--- src/rtl/vga_timing_pkg.sv ---
// vga_timing_pkg
// Shared timing constants for the 640x480@60 raster generator.
//   - VGA_* : default visible/porch/sync widths, derived totals and the
//             first/last sync positions for the default mode.
//   - CNT_W : raster counter width (10 bits covers 0..799 and 0..524).
//   - cnt_t : raster counter type.
//   - in_span : inclusive range test used by the sync decoders.
package vga_timing_pkg;

  localparam int unsigned CNT_W = 10;
  typedef logic [CNT_W-1:0] cnt_t;

  // Horizontal timing in pixels.
  localparam int unsigned VGA_H_VISIBLE = 640;
  localparam int unsigned VGA_H_FP      = 16;
  localparam int unsigned VGA_H_SYNC    = 96;
  localparam int unsigned VGA_H_BP      = 48;

  // Vertical timing in lines.
  localparam int unsigned VGA_V_VISIBLE = 480;
  localparam int unsigned VGA_V_FP      = 10;
  localparam int unsigned VGA_V_SYNC    = 2;
  localparam int unsigned VGA_V_BP      = 33;

  localparam int unsigned VGA_H_TOTAL = VGA_H_VISIBLE + VGA_H_FP + VGA_H_SYNC + VGA_H_BP;
  localparam int unsigned VGA_V_TOTAL = VGA_V_VISIBLE + VGA_V_FP + VGA_V_SYNC + VGA_V_BP;

  // Sync pulses sit right after the front porch.
  localparam int unsigned VGA_H_SYNC_START = VGA_H_VISIBLE + VGA_H_FP;
  localparam int unsigned VGA_H_SYNC_END   = VGA_H_SYNC_START + VGA_H_SYNC - 1;
  localparam int unsigned VGA_V_SYNC_START = VGA_V_VISIBLE + VGA_V_FP;
  localparam int unsigned VGA_V_SYNC_END   = VGA_V_SYNC_START + VGA_V_SYNC - 1;

  // 100 MHz / 4 = 25 MHz pixel rate; one move strobe per frame.
  localparam int unsigned VGA_PIX_DIV     = 4;
  localparam int unsigned VGA_MOVE_FRAMES = 1;

  function automatic logic in_span(input cnt_t x, input cnt_t lo, input cnt_t hi);
    return (x >= lo) && (x <= hi);
  endfunction

endpackage

--- src/rtl/pix_clk_div.sv ---
// pix_clk_div
// Modulo-PIX_DIV counter producing a registered one-clock pixel strobe.
//   clk_i      : system clock
//   rst_ni     : asynchronous active-low reset
//   pixpulse_o : high for one clock every PIX_DIV clocks, in the clock where
//                the internal counter holds PIX_DIV-1
module pix_clk_div #(
  parameter int unsigned PIX_DIV = 4
) (
  input  logic clk_i,
  input  logic rst_ni,
  output logic pixpulse_o
);

  localparam int unsigned DIV_W = (PIX_DIV > 2) ? $clog2(PIX_DIV) : 1;
  localparam logic [DIV_W-1:0] DIV_LAST = DIV_W'(PIX_DIV - 1);

  logic [DIV_W-1:0] div_q, div_d;
  logic             pix_q;

  always_comb begin
    div_d = (div_q == DIV_LAST) ? '0 : div_q + DIV_W'(1);
  end

  // The strobe is decoded from the next count so it is high exactly while
  // the counter itself sits at PIX_DIV-1.
  always_ff @(posedge clk_i or negedge rst_ni) begin
    if (!rst_ni) begin
      div_q <= '0;
      pix_q <= 1'b0;
    end else begin
      div_q <= div_d;
      pix_q <= (div_d == DIV_LAST);
    end
  end

  assign pixpulse_o = pix_q;

endmodule

--- src/rtl/vga_sync_gen.sv ---
// vga_sync_gen
// Pixel-timing front end: pixel strobe, raster counters, sync, blanking and
// the per-frame move strobe for the game display.
//   clk         : 100 MHz system clock
//   rst         : asynchronous active-low reset
//   move_en     : low suppresses move (pause)
//   pixpulse    : one-clock pixel strobe every PIX_DIV clocks
//   hcount      : pixel column 0..H_TOTAL-1
//   vcount      : line 0..V_TOTAL-1
//   hsync/vsync : active-low sync pulses
//   blank       : high outside the visible area
//   frame_start : high for the pixel period at (0,0) (not on the first frame)
//   move        : high for the pixel period at (0,V_VISIBLE) on strobe frames
// Build option: define VGA_MOVE_DIV_EN to add an 8-bit frame counter so that
// move fires only once every MOVE_FRAMES enabled frames.
//
// Consumer handshake: pixpulse is the sole qualifier. All other outputs are
// stable for the whole pixel period (PIX_DIV clocks) and consumers sample them
// in the clock where pixpulse is high; there is no back-pressure.
module vga_sync_gen
  import vga_timing_pkg::*;
#(
  parameter int unsigned H_VISIBLE   = VGA_H_VISIBLE,
  parameter int unsigned H_FP        = VGA_H_FP,
  parameter int unsigned H_SYNC      = VGA_H_SYNC,
  parameter int unsigned H_BP        = VGA_H_BP,
  parameter int unsigned V_VISIBLE   = VGA_V_VISIBLE,
  parameter int unsigned V_FP        = VGA_V_FP,
  parameter int unsigned V_SYNC      = VGA_V_SYNC,
  parameter int unsigned V_BP        = VGA_V_BP,
  parameter int unsigned PIX_DIV     = VGA_PIX_DIV,
  parameter int unsigned MOVE_FRAMES = VGA_MOVE_FRAMES
) (
  input  logic             clk,
  input  logic             rst,
  input  logic             move_en,
  output logic             pixpulse,
  output logic [CNT_W-1:0] hcount,
  output logic [CNT_W-1:0] vcount,
  output logic             hsync,
  output logic             vsync,
  output logic             blank,
  output logic             frame_start,
  output logic             move
);

  if (PIX_DIV < 2 || MOVE_FRAMES < 1 || MOVE_FRAMES > 255) begin : g_bad_param
    $error("vga_sync_gen: PIX_DIV must be >= 2 and MOVE_FRAMES in 1..255");
  end

  localparam int unsigned H_TOTAL = H_VISIBLE + H_FP + H_SYNC + H_BP;
  localparam int unsigned V_TOTAL = V_VISIBLE + V_FP + V_SYNC + V_BP;

  localparam cnt_t H_LAST   = cnt_t'(H_TOTAL - 1);
  localparam cnt_t V_LAST   = cnt_t'(V_TOTAL - 1);
  localparam cnt_t H_ACT    = cnt_t'(H_VISIBLE);
  localparam cnt_t V_ACT    = cnt_t'(V_VISIBLE);
  localparam cnt_t HS_FIRST = cnt_t'(H_VISIBLE + H_FP);
  localparam cnt_t HS_LAST  = cnt_t'(H_VISIBLE + H_FP + H_SYNC - 1);
  localparam cnt_t VS_FIRST = cnt_t'(V_VISIBLE + V_FP);
  localparam cnt_t VS_LAST  = cnt_t'(V_VISIBLE + V_FP + V_SYNC - 1);

  logic pix_w;

  pix_clk_div #(
    .PIX_DIV (PIX_DIV)
  ) u_pix_clk_div (
    .clk_i      (clk),
    .rst_ni     (rst),
    .pixpulse_o (pix_w)
  );

  cnt_t h_q, h_d;
  cnt_t v_q, v_d;
  logic hsync_q, vsync_q, blank_q, frame_start_q;
  logic move_hit_q, move_en_q;
  logic move_entry;
  logic hit_d;

  // Raster advance: one step per pixel strobe, wrapping at the totals.
  always_comb begin
    h_d = h_q;
    v_d = v_q;
    if (pix_w) begin
      if (h_q == H_LAST) begin
        h_d = '0;
        v_d = (v_q == V_LAST) ? '0 : v_q + cnt_t'(1);
      end else begin
        h_d = h_q + cnt_t'(1);
      end
    end
  end

  // The step that lands on (0,V_VISIBLE): first line of vertical blanking.
  assign move_entry = pix_w && (h_d == '0) && (v_d == V_ACT);

`ifdef VGA_MOVE_DIV_EN
  localparam logic [7:0] FC_LAST = 8'(MOVE_FRAMES - 1);

  logic [7:0] frame_cnt_q, frame_cnt_d;

  // Counts enabled strobe entries only, so a paused frame delays the next
  // strobe instead of consuming a slot.
  always_comb begin
    frame_cnt_d = frame_cnt_q;
    if (move_entry && move_en) begin
      frame_cnt_d = (frame_cnt_q == FC_LAST) ? 8'd0 : frame_cnt_q + 8'd1;
    end
  end

  always_ff @(posedge clk or negedge rst) begin
    if (!rst) begin
      frame_cnt_q <= 8'd0;
    end else begin
      frame_cnt_q <= frame_cnt_d;
    end
  end

  assign hit_d = move_entry && (frame_cnt_q == 8'd0);
`else
  assign hit_d = move_entry;
`endif

  // Decodes use the next counter values and update only on a raster step,
  // so they line up with the counters and the reset frame never reports a
  // frame_start at (0,0).
  always_ff @(posedge clk or negedge rst) begin
    if (!rst) begin
      h_q           <= '0;
      v_q           <= '0;
      hsync_q       <= 1'b1;
      vsync_q       <= 1'b1;
      blank_q       <= 1'b0;
      frame_start_q <= 1'b0;
      move_hit_q    <= 1'b0;
      move_en_q     <= 1'b0;
    end else begin
      h_q <= h_d;
      v_q <= v_d;
      if (pix_w) begin
        hsync_q       <= !in_span(h_d, HS_FIRST, HS_LAST);
        vsync_q       <= !in_span(v_d, VS_FIRST, VS_LAST);
        blank_q       <= (h_d >= H_ACT) || (v_d >= V_ACT);
        frame_start_q <= (h_d == '0) && (v_d == '0);
        move_hit_q    <= hit_d;
      end
      // Gate is latched once per frame, so toggling move_en during the
      // strobe cannot chop it.
      if (move_entry) begin
        move_en_q <= move_en;
      end
    end
  end

  assign pixpulse    = pix_w;
  assign hcount      = h_q;
  assign vcount      = v_q;
  assign hsync       = hsync_q;
  assign vsync       = vsync_q;
  assign blank       = blank_q;
  assign frame_start = frame_start_q;
  assign move        = move_hit_q & move_en_q;

endmodule

--- config.mk ---
export PLATFORM = sky130hd
export DESIGN_NAME = vga_sync_gen
export DESIGN_NICKNAME = d
export VERILOG_FILES = /design/src/rtl/vga_timing_pkg.sv /design/src/rtl/pix_clk_div.sv /design/src/rtl/vga_sync_gen.sv
export SDC_FILE = /design/constraint.sdc
export NUM_CORES = 1
export LEC_CHECK = 0
export BUFFER_PORTS_ARGS = -buffer_cell sky130_fd_sc_hd__buf_2
export CAP_MARGIN = 20
export CORE_MARGIN = 2
export CORE_UTILIZATION = 56
export CTS_CLUSTER_DIAMETER = 60
export CTS_CLUSTER_SIZE = 28
export DETAILED_ROUTE_END_ITERATION = 10
export PLACE_DENSITY = 0.79
export SLEW_MARGIN = 20
export SYNTH_ARGS = -nofsm -noshare
export SYNTH_HDL_FRONTEND = slang
export SYNTH_HIERARCHICAL = 1
export SYNTH_SLANG_ARGS = --single-unit
--- constraint.sdc ---
create_clock -name clk -period 3 [get_ports clk]
set_input_delay 0.45 -clock clk [delete_from_list [all_inputs] [get_ports clk]]
set_output_delay 0.45 -clock clk [all_outputs]
set_load 0.05 [all_outputs]
## Yosys cells after proc, flatten, opt, wreduce, memory -nomap -nowiden

Index checks and enable logic that the tools add are counted.

| storage, ports and cells | value |
|---|---|
| register bits | 29 |
| output and inout port bits | 26 |
| logic and storage cells | 41 |

| cells by class | value |
|---|---|
| add/sub/neg operators | 3 |
| order comparisons | 6 |
| equal/unequal tests | 5 |
| multiplexer cells | 6 |
| bitwise logic cells | 1 |
| reduce and logical (&&, ||, !) cells | 10 |

Operator list:

| operator | count |
|---|---|
| $mux W10 | 5 |
| $add A10 B1 Y10 const B | 2 |
| $eq A10 B10 Y1 const B | 2 |
| $ge A10 B10 Y1 const B | 2 |
| $ge A10 B9 Y1 const B | 2 |
| $logic_not A10 Y1 | 2 |
| $eq A10 B9 Y1 const B | 1 |
| $le A10 B10 Y1 const B | 1 |
| $le A10 B9 Y1 const B | 1 |
| $logic_and A1 B1 Y1 | 5 |
| $eq A2 B2 Y1 const B | 2 |
| $add A2 B1 Y2 const B | 1 |
| $logic_not A1 Y1 | 2 |
| $mux W2 | 1 |
| $and A1 B1 Y1 | 1 |
| $logic_or A1 B1 Y1 | 1 |

## Longest topological paths before layout

Gate-level depths: netlist (run 1).

| logic depth | value |
|---|---|
| depth in word-level cells | 7 |
| depth in mapped cells | 8 |
| gate-level depth less buffers | 8 |

## Modules after synthesis

The synthesis (run 1) kept the hierarchy.

By module, submodules not included:

| module | times used | cells an instance | area an instance (µm²) |
|---|---|---|---|
| vga_sync_gen | 1 | 176 | 1636.6 |
| pix_clk_div | 1 | 8 | 111.4 |

## Worst setup path after synthesis (run 1)

Ideal clock, no wire load.

| timing path | value |
|---|---|
| kind | reg2reg |
| from | reg h_q[0] (netlist: hcount[0]) |
| to | reg move_en_q |
| library setup time | 0.127 ns |
| arrival | 2.992 ns |
| setup slack | -0.119 ns |
| stages on the path, launching flop included | 9 |
| path buffers | 1 |
| path through | dfrtp_1 > ha_1 > nand3b_1 > or3_1 > buf_2 > or4_4 > a2111oi_4 > nand4_2 > mux2_1 |

| between the ends | value |
|---|---|
| longest elaborated chain between the ends | 6 |

RTL lines:

| what | RTL line | text |
|---|---|---|
| start, declared | vga_sync_gen.sv:73 | `cnt_t h_q, h_d;` |
| start signal, assigned | vga_sync_gen.sv:129 | `h_q <= '0;` |
| start signal, assigned | vga_sync_gen.sv:138 | `h_q <= h_d;` |
| $add A10 B1 Y10 or $eq A10 B10 Y1 (tied branches) | vga_sync_gen.sv:89, vga_sync_gen.sv:85 |  |
| $mux W10 | vga_sync_gen.sv:85 | `if (h_q == H_LAST) begin` |
| $mux W10 | vga_sync_gen.sv:84 | `if (pix_w) begin` |
| $logic_not A10 Y1 | vga_sync_gen.sv:95 | `assign move_entry = pix_w && (h_d == '0) && (v_d == V_ACT);` |
| $logic_and A1 B1 Y1 | vga_sync_gen.sv:95 |  |
| $logic_and A1 B1 Y1 (*) | vga_sync_gen.sv:95 |  |
| end signal, assigned | vga_sync_gen.sv:150 | `move_en_q <= move_en;` |
| end, declared | vga_sync_gen.sv:76 | `logic move_hit_q, move_en_q;` |

Every way passes the cells marked *; elsewhere a longest branch is shown, timed or not.
A chain may end at the register's enable or synchronous reset.

## Worst setup path in the final report (run 1)

Same ends and word-level chain as after synthesis.

==> summary.md, run 1 <==
| Metric | Value |
|---|---|
| Worst VDD drop | 0.2591 mV |
| Fill count | around 250 |
| Final Slew Violations | 0 |
| Final Power | 0.6258 mW |
| Remaining DRCs | 0 |
| All-layer global routing usage | 26.89% |
| Layout cell share with drive strength beyond 1 | between 20 and 30% |
| Most frequent cell after synthesis | dfrtp_1 |
| Hpwl dp | 3292 um |
| Crit path DAT | 2990 ps |
| DR iter-0 viols | roughly 110 |
| Largest net degree at the start of global routing | 30 |
| Die Ht | 59.87 um |
| # IOs | 29 |
| Drt total wl | 4287 um |
| Finished Core Util | between 60 and 70% |
| WL/cell | ~17 um |
| Final Hold Viols | 0 |
| Status | finished clean |
| Initial core utilization | about three fifths |
| Rel. slew slack | 51.95% |
| Ys flop type | dfrtp_1 |
| Xor/xnor share of the synthesized area | 5.011% |
| Critical path, cell by cell | ha_1, nand3b_1, or3_1, or4_4, a2111oi_4, nand4_2, mux2_1 |
| Worst-path fanout max | 9 |
| Worst-path clk slew | 90 ps |
| Worst skew pair latency | 330 ps |
| HP Class | input port to asynchronous set/reset pin |
| Rows | 20 |
| Post-synthesis async set-or-reset flop share | 100.0% |
| Max Clk Rate | 0.3604 GHz |
| Synth Register Bits | 29 |
| Complex-gate fraction of the synthesized area | 13.39% |
| Critical Path Sink | move_en_q$_DFFE_PN0P_ |
| ANT cells | 0 |
| Post-synth cell types | 48 |
| Cts bufs inserted | 5 |
| Cell area power density | 311.8 mW/mm^2 |
| Pre-CTS setup slack | approximately 260 ps |
| Count of final setup violators | 0 |
| Via count | 1522 |
| Crit end category | register |
| Slew @ Worst Pin | 711.8 ps |
| Number of port buffers | 28 |
| Setup Buffers After CTS | 0 |
| Die ar. | 0.003584 mm^2 |
| Period Utilization, post-route | 92.48% |
| Vias in the first global route | 1373 |
| Clk_skew | 6.807 ps |
| Crit path launch type | register |
| Synth top cells by count | dfrtp_1 (27), inv_1 (14), nor2_1 (13) |
| Worst R2R Path Depth | 7 |
| H-tree Lvls | 2 |
| Grt ovf | 0 |
| Chip Width | 59.87 um |
| Synth Area in Simple Gates | 26.77% |
| Vias/cell | 6.016 |
| Syn nets | 192 |
| Worst endpoint required time | between 3000 and 4000 ps |
| Clk sinks | 29 |
| Drt first pass iters | 4 |
| Worst Setup SP | hcount[0]$_DFF_PN0_ |
| Leakage | roughly 0.9 nW |
| Setup slack after layout | 225.6 ps |
| Number of synthesized flops with an enable pin | 0 |
| PostCTS Resize Cnt | 0 |
| Max incr delay on CP | 560 ps |
| Yosys top cell by area | dfrtp_1 |
| Clock Tree Root | clkbuf_4 |
| Clock Path Buffers | 2 |
| Syn-to-layout area delta | 14.82% |
| Synth top area share | approximately two fifths |
| Placed Cells incl. Taps | 245 |
| Synth area leaders | dfrtp_1 (39%), ha_1 (3.6%), xnor2_1 (3.5%), mux2i_1 (3.4%), nor4_1 (3.2%) |
| Synth Cell Area | between 0.0015 and 0.002 mm^2 |
| Launching point of the worst reg2reg path | hcount[0]$_DFF_PN0_ |
| Initial antenna violation count | 0 |
| Gate Count Post-Synth | 184 |
| Final Non-Filler Cells | 253 |
| Total of max-cap violations | 0 |
| Hold_buf cts | 0 |
| CP max stage cell | or4_4 |
| CTS tree | built |
| Syn avg cell area | 9.500 um^2 |
| Adder-Cell Fraction of Synth Area | about 3.6% |
| Setup TNS | 0 ps |
| RSZ-0062 raised after global routing | no |
| RePlAce Congestion | 0.9552 |
| Tmin final | 2774 ps |
| Sequential cell area fraction in the yosys report | 41.66% |
| Post-synthesis mux area share | 4.724% |
| R2R Setup Slk | roughly 230 ps |
| Core area | between 0.003 and 0.004 mm^2 |
| First-pass GRT wire length | slightly below 7000 um |
| Syn. warnings | 6 |
| Nets | 227 |
| Routed Antenna Nets | 0 |
| WS Path Type | register to register |
| FF-to-FF End | move_en_q$_DFFE_PN0P_ |
| Largest family of logic cells by synthesized area | simple AND/OR/NAND/NOR gates |
==> kinds of logic after synthesis <==
kind of cell | count (synthesis)
xor gates and xnor gates | 10
DFF | 29
and+or+nand+nor | 79
AOI/OAI and AO/OA | 32
adders and majority gates | 5
muxes | 8
buffers and inverters | 21
==> per-layer routing <==
metal,track usage [%],up-vias,share of wire (%)
li1,-,743,-
met1,37.72,729,46
met2,41.15,44,48
met3,5.844,6,4.8
met4,8.889,0,1.4
met5,0,-,0
==> how the worst min path moves through the flow <==
stage | to | slack (ps) | cells past startpoint
2_1_floorplan | blank$_DFFE_PN0P_ | 150 | 0
3_3_place_gp | u_pix_clk_div/div_q[0]$_DFF_PN0_ | 430 | 1
3_5_place_dp | u_pix_clk_div/div_q[0]$_DFF_PN0_ | 440 | 1
4_1_cts | vcount[0]$_DFF_PN0_ | 140 | 1
5_1_grt | hcount[2]$_DFF_PN0_ | 170 | 1
6_report | hcount[5]$_DFF_PN0_ | 120 | 1
==> registers in the layout (all words and copies together) (netlist names) <==
register	cells
vsync	1
move_hit_q	1
move_en_q	1
frame_start	1
u_pix_clk_div/pixpulse_o	1
blank	1
vcount	10
hcount	10
hsync	1
u_pix_clk_div/div_q	2
==> worst max-delay path: cells and delay by family, from the launching register on <==
kind / cells / cell delay [ps]
simple gates: 4 / 1250
mux: 1 / 330
fa+ha+maj: 1 / 230
flops: 1 / 440
compound gates: 1 / 410
==> through the flow <==
| stage | hold slack (ps) | area [um^2] |
|---|---|---|
| 6_report | 124.3 | 2007 |
| 5_1_grt | 169.8 | 2007 |
| 4_1_cts | 140.0 | 2007 |
| 3_5_place_dp | 443.4 | 1956 |
| 3_3_place_gp | 433.9 | 1956 |
| 2_1_floorplan | 154.4 | 1754 |
==> report_power, final <==
| group | total, mW | switching, mW | internal (mW) |
|---|---|---|---|
| Combinational | 0.00884 | 0.00756 | 0.00128 |
| Sequential | 0.392 | 0.000246 | 0.391 |
| Clock | 0.225 | 0.136 | 0.0890 |
| Total | 0.626 | 0.144 | 0.482 |
==> final cells by class <==
| type | count | area [um^2] | share of cell area [%] |
|---|---|---|---|
| well taps | 33 | 41.29 | 2.057 |
| flip-flops and latches | 29 | 734.5 | 36.60 |
| multi-input cells | 134 | 934.6 | 46.57 |
| clock buffers | 6 | 41.29 | 2.057 |
| clock inverters | 2 | 10.01 | 0.4988 |
| inverters | 14 | 52.55 | 2.618 |
| repair buffers | 35 | 192.7 | 9.601 |
==> placed cells by master, fill, tap and decap left out, types with 7 or more instances in the layout <==
master and n:
buf_2 28, buf_4 7, dfrtp_1 22, inv_1 14
nand2_1 10, nand3_1 9, nand4_1 7, nor2_1 13
nor3_1 8, nor4_1 9, o21ai_0 7, xnor2_1 7
Power figures use the tool's default switching activity.
==> inputs of run 2 (changes only) <==
Settings changed: ABC_AREA from default to 1.
==> run 2 against run 1 <==
Synthesized cell count up 44%. Worst setup slack better by 440 ps. Total power up 0.61%. Final cell count up 35%. Sequential share of layout area down 1.5 points. Die area up 5.3%. Routed wire length down 7.7%. Clock skew up 8.8 ps. Sequential power about the same. Combinational power down 7.4%. Flip-flop and latch count unchanged. Critical path type unchanged. Critical endpoint unchanged.
==> summary.md, run 2 <==
| Metric | Value |
|---|---|
| Crit path DAT | 2570 ps |
| Finished Cell Area | 0.002077 mm^2 |
| Vias in the first global route | 1449 |
| Yosys top cell by area | dfrtp_1 |
| Worst Setup SP | u_pix_clk_div/pixpulse_o$_DFF_PN0_ |
| Gate Count Post-Synth | 265 |
| Clock Path Buffers | 2 |
| Final Power | between 0.6 and 0.7 mW |
| Cell mode on critical path | nand2_1 |
| Leakage | 1.228 nW |
| Comb pwr share | 1.3% |
| Tmin final | 2332 ps |
| Via count | 1718 |
| Cts bufs inserted | 5 |
| Nets | 305 |
| Synth Register Bits | 29 |
| Syn nets | 273 |
| Remaining DRCs | 0 |
| Setup TNS | 0 ps |
| CP Buf/Inv Count | 0 |
| Slew @ Worst Pin | 692.0 ps |
| Worst-path fanout max | 21 |
| WS Path Type | register to register |
| Sw frac | between 20% and 30% |
| Drt total wl | around 4000 um |
| First-pass GRT wire length | 6727 um |
| Sequential cell area fraction in the yosys report | between 30% and 40% |
| WL/cell | 11.57 um |
| Final Slew Violations | 0 |
| Rel. slew slack | 53.87% |
| Net switching power | roughly 0.15 mW |
| Post-synth cell types | 27 |
| Initial core utilization | between 50 and 60% |
| RSZ-0062 raised after global routing | no |
| Crit path launch type | register |
| Vias/cell | 5.023 |
| Placed Cells incl. Taps | 334 |
| Critical path, cell by cell | nand2_1, nor2_1, nand2_1, nor2_1, nand2_1, o21ai_1, nand2_1, nand2_1, nand3_1, nor2_2, nand2_1, nand2_1, nand2_1 |
| Max incr delay on CP | approximately 800 ps |
| Die Ht | between 60 and 70 um |
| Dpl cell area | 0.002026 mm^2 |
| Synth top area share | 36.56% |
| RePlAce Congestion | ~0.86 |
| Post-synthesis async set-or-reset flop share | 100.0% |
| Status | finished clean |
| Number of synthesized flops with an enable pin | 0 |
| Setup Buffers After CTS | 0 |
| Worst R2R Path Depth | 13 |
| Critical path's top delay family | simple AND/OR/NAND/NOR gates |
| DR iter-0 viols | around 120 |
| Ys flop type | dfrtp_1 |
| Initial antenna violation count | 0 |
| Final Hold Viols | 0 |
| Clk_skew | 15.57 ps |
| Worst endpoint required time | about 3200 ps |
| Crit. path cell count | 13 |
| Worst skew pair latency | 340 ps |
| Syn-to-layout area delta | 12.39% |
| Crit end category | register |
| Drt first pass iters | 4 |
| Internal cell power | 0.4806 mW |
| Die ar. | 0.003775 mm^2 |
| Launching point of the worst reg2reg path | u_pix_clk_div/pixpulse_o$_DFF_PN0_ |
| Largest net degree at the start of global routing | 30 |
| Number of port buffers | 28 |
| Count of final setup violators | 0 |
| Period Utilization, post-route | between 70 and 80% |
| Final Non-Filler Cells | 342 |
| CTS tree | built |
| # IOs | 29 |
| All-layer global routing usage | about a quarter |
| Layout cell share with drive strength beyond 1 | 17.11% |
| Grt ovf | 0 |
| Hpwl dp | 3069 um |
| Synth Cell Area | roughly 0.0018 mm^2 |
| Routed Antenna Nets | 0 |
| HP Class | input port to asynchronous set/reset pin |
| Max Clk Rate | 0.4288 GHz |
| ANT cells | 0 |
| CP max stage cell | dfrtp_1 |
| Flop pwr share | 62.1% |
| Hold_buf cts | 0 |
| PostCTS Resize Cnt | 0 |
| Commonest non-fill, non-tap cell in the layout | nand2_1 |
| Total of max-cap violations | 0 |
| Power share of the clock group | between 30 and 40% |
| Commonest cells after routing, fill and taps aside | nand2_1 (80), inv_1 (49), nor2_1 (28), buf_2 (28), dfrtp_1 (27) |
| Synth top cells by count | nand2_1 (80), inv_1 (49), nor2_1 (28) |
| Syn avg cell area | roughly 7 um^2 |
| Chip Width | around 61 um |
| Synth area leaders | dfrtp_1 (37%), nand2_1 (16%), inv_1 (10%), nand3_1 (6.5%), nor2_1 (5.7%) |
| H-tree Lvls | 2 |
| Clock Tree Root | clkbuf_4 |
| Rows | 20 |
| Worst-path clk slew | roughly 100 ps |
| Syn. warnings | 6 |
| Clk sinks | 29 |
| Most frequent cell after synthesis | nand2_1 |
| Worst VDD drop | 0.2435 mV |
| Cell area power density | 303.1 mW/mm^2 |
| Core area | 0.003103 mm^2 |
run 2: metrics by stage:
stage	worst slack, ps	hold WS [ps]	utilization [%]
after CTS	687.9	132.3	66.94
after global routing	315.8	157.0	66.94
final	668.2	106.6	66.94
after floorplan	785.1	154.4	-
after detailed placement	739.8	457.6	65.28
after global placement	860.8	437.3	65.28
run 2: path summary, 6_finish.rpt:
check                      slack, ps                               end
max                              670             move_en_q$_DFFE_PN0P_
min                              110               hcount[2]$_DFF_PN0_
max reg2reg                      670             move_en_q$_DFFE_PN0P_
min reg2reg                      470  u_pix_clk_div/div_q[0]$_DFF_PN0_
max in group asynchronous       2480               vcount[5]$_DFF_PN0_
min in group clk                 350             move_en_q$_DFFE_PN0P_
run 2: cell families (layout without fill, tap and decap cells):
kind of cell / Yosys count / in the layout / synth area share (%)
adder cells (fa/ha/maj): 5 / 5 / 3.385
AND/OR/NAND/NOR: 157 / 157 / 39.68
XOR/XNOR: 3 / 3 / 1.422
flip-flops: 29 / 29 / 39.40
AO/OA/AOI/OAI: 15 / 15 / 4.400
buffers and inverters: 56 / 89 / 11.71
run 2: power by group through the flow:
stage | Combinational, mW | Sequential (mW) | Clock (mW)
final | 0.00819 | 0.391 | 0.231
after global routing | 0.0104 | 0.391 | 0.258
after CTS | 0.00879 | 0.391 | 0.233
after detailed placement | 0.00887 | 0.398 | 0
after global placement | 0.00883 | 0.398 | 0
after floorplan | 0.00000746 | 0.398 | 0
run 2: worst register-to-register path, cell delays in order, from the launching register on:
cell and delay (ps):
dfrtp_1 800, nand2_1 170, nor2_1 190, nand2_1 130
nor2_1 140, nand2_1 80, o21ai_1 110, nand2_1 70
nand2_1 100, nand3_1 90, nor2_2 170, nand2_1 90
nand2_1 60, nand2_1 40
run 2: final cells by class:
class                   count  area, um^2
clock buffers               6       41.29
clock inverters             2       10.01
fillers                   309        1026
inverters                  53       198.9
multi-input cells         180       903.4
flip-flops and latches     29       728.2
well taps                  44       55.05
repair buffers             28       140.1
run 2: layer usage:
metal | up-vias | global-route usage [%] | wire, um
li1 | 886 | - | -
met5 | - | 0 | 0
met4 | 0 | 10.33 | 76
met3 | 10 | 7.983 | 292
met1 | 764 | 34.52 | 1859
met2 | 58 | 35.26 | 1729
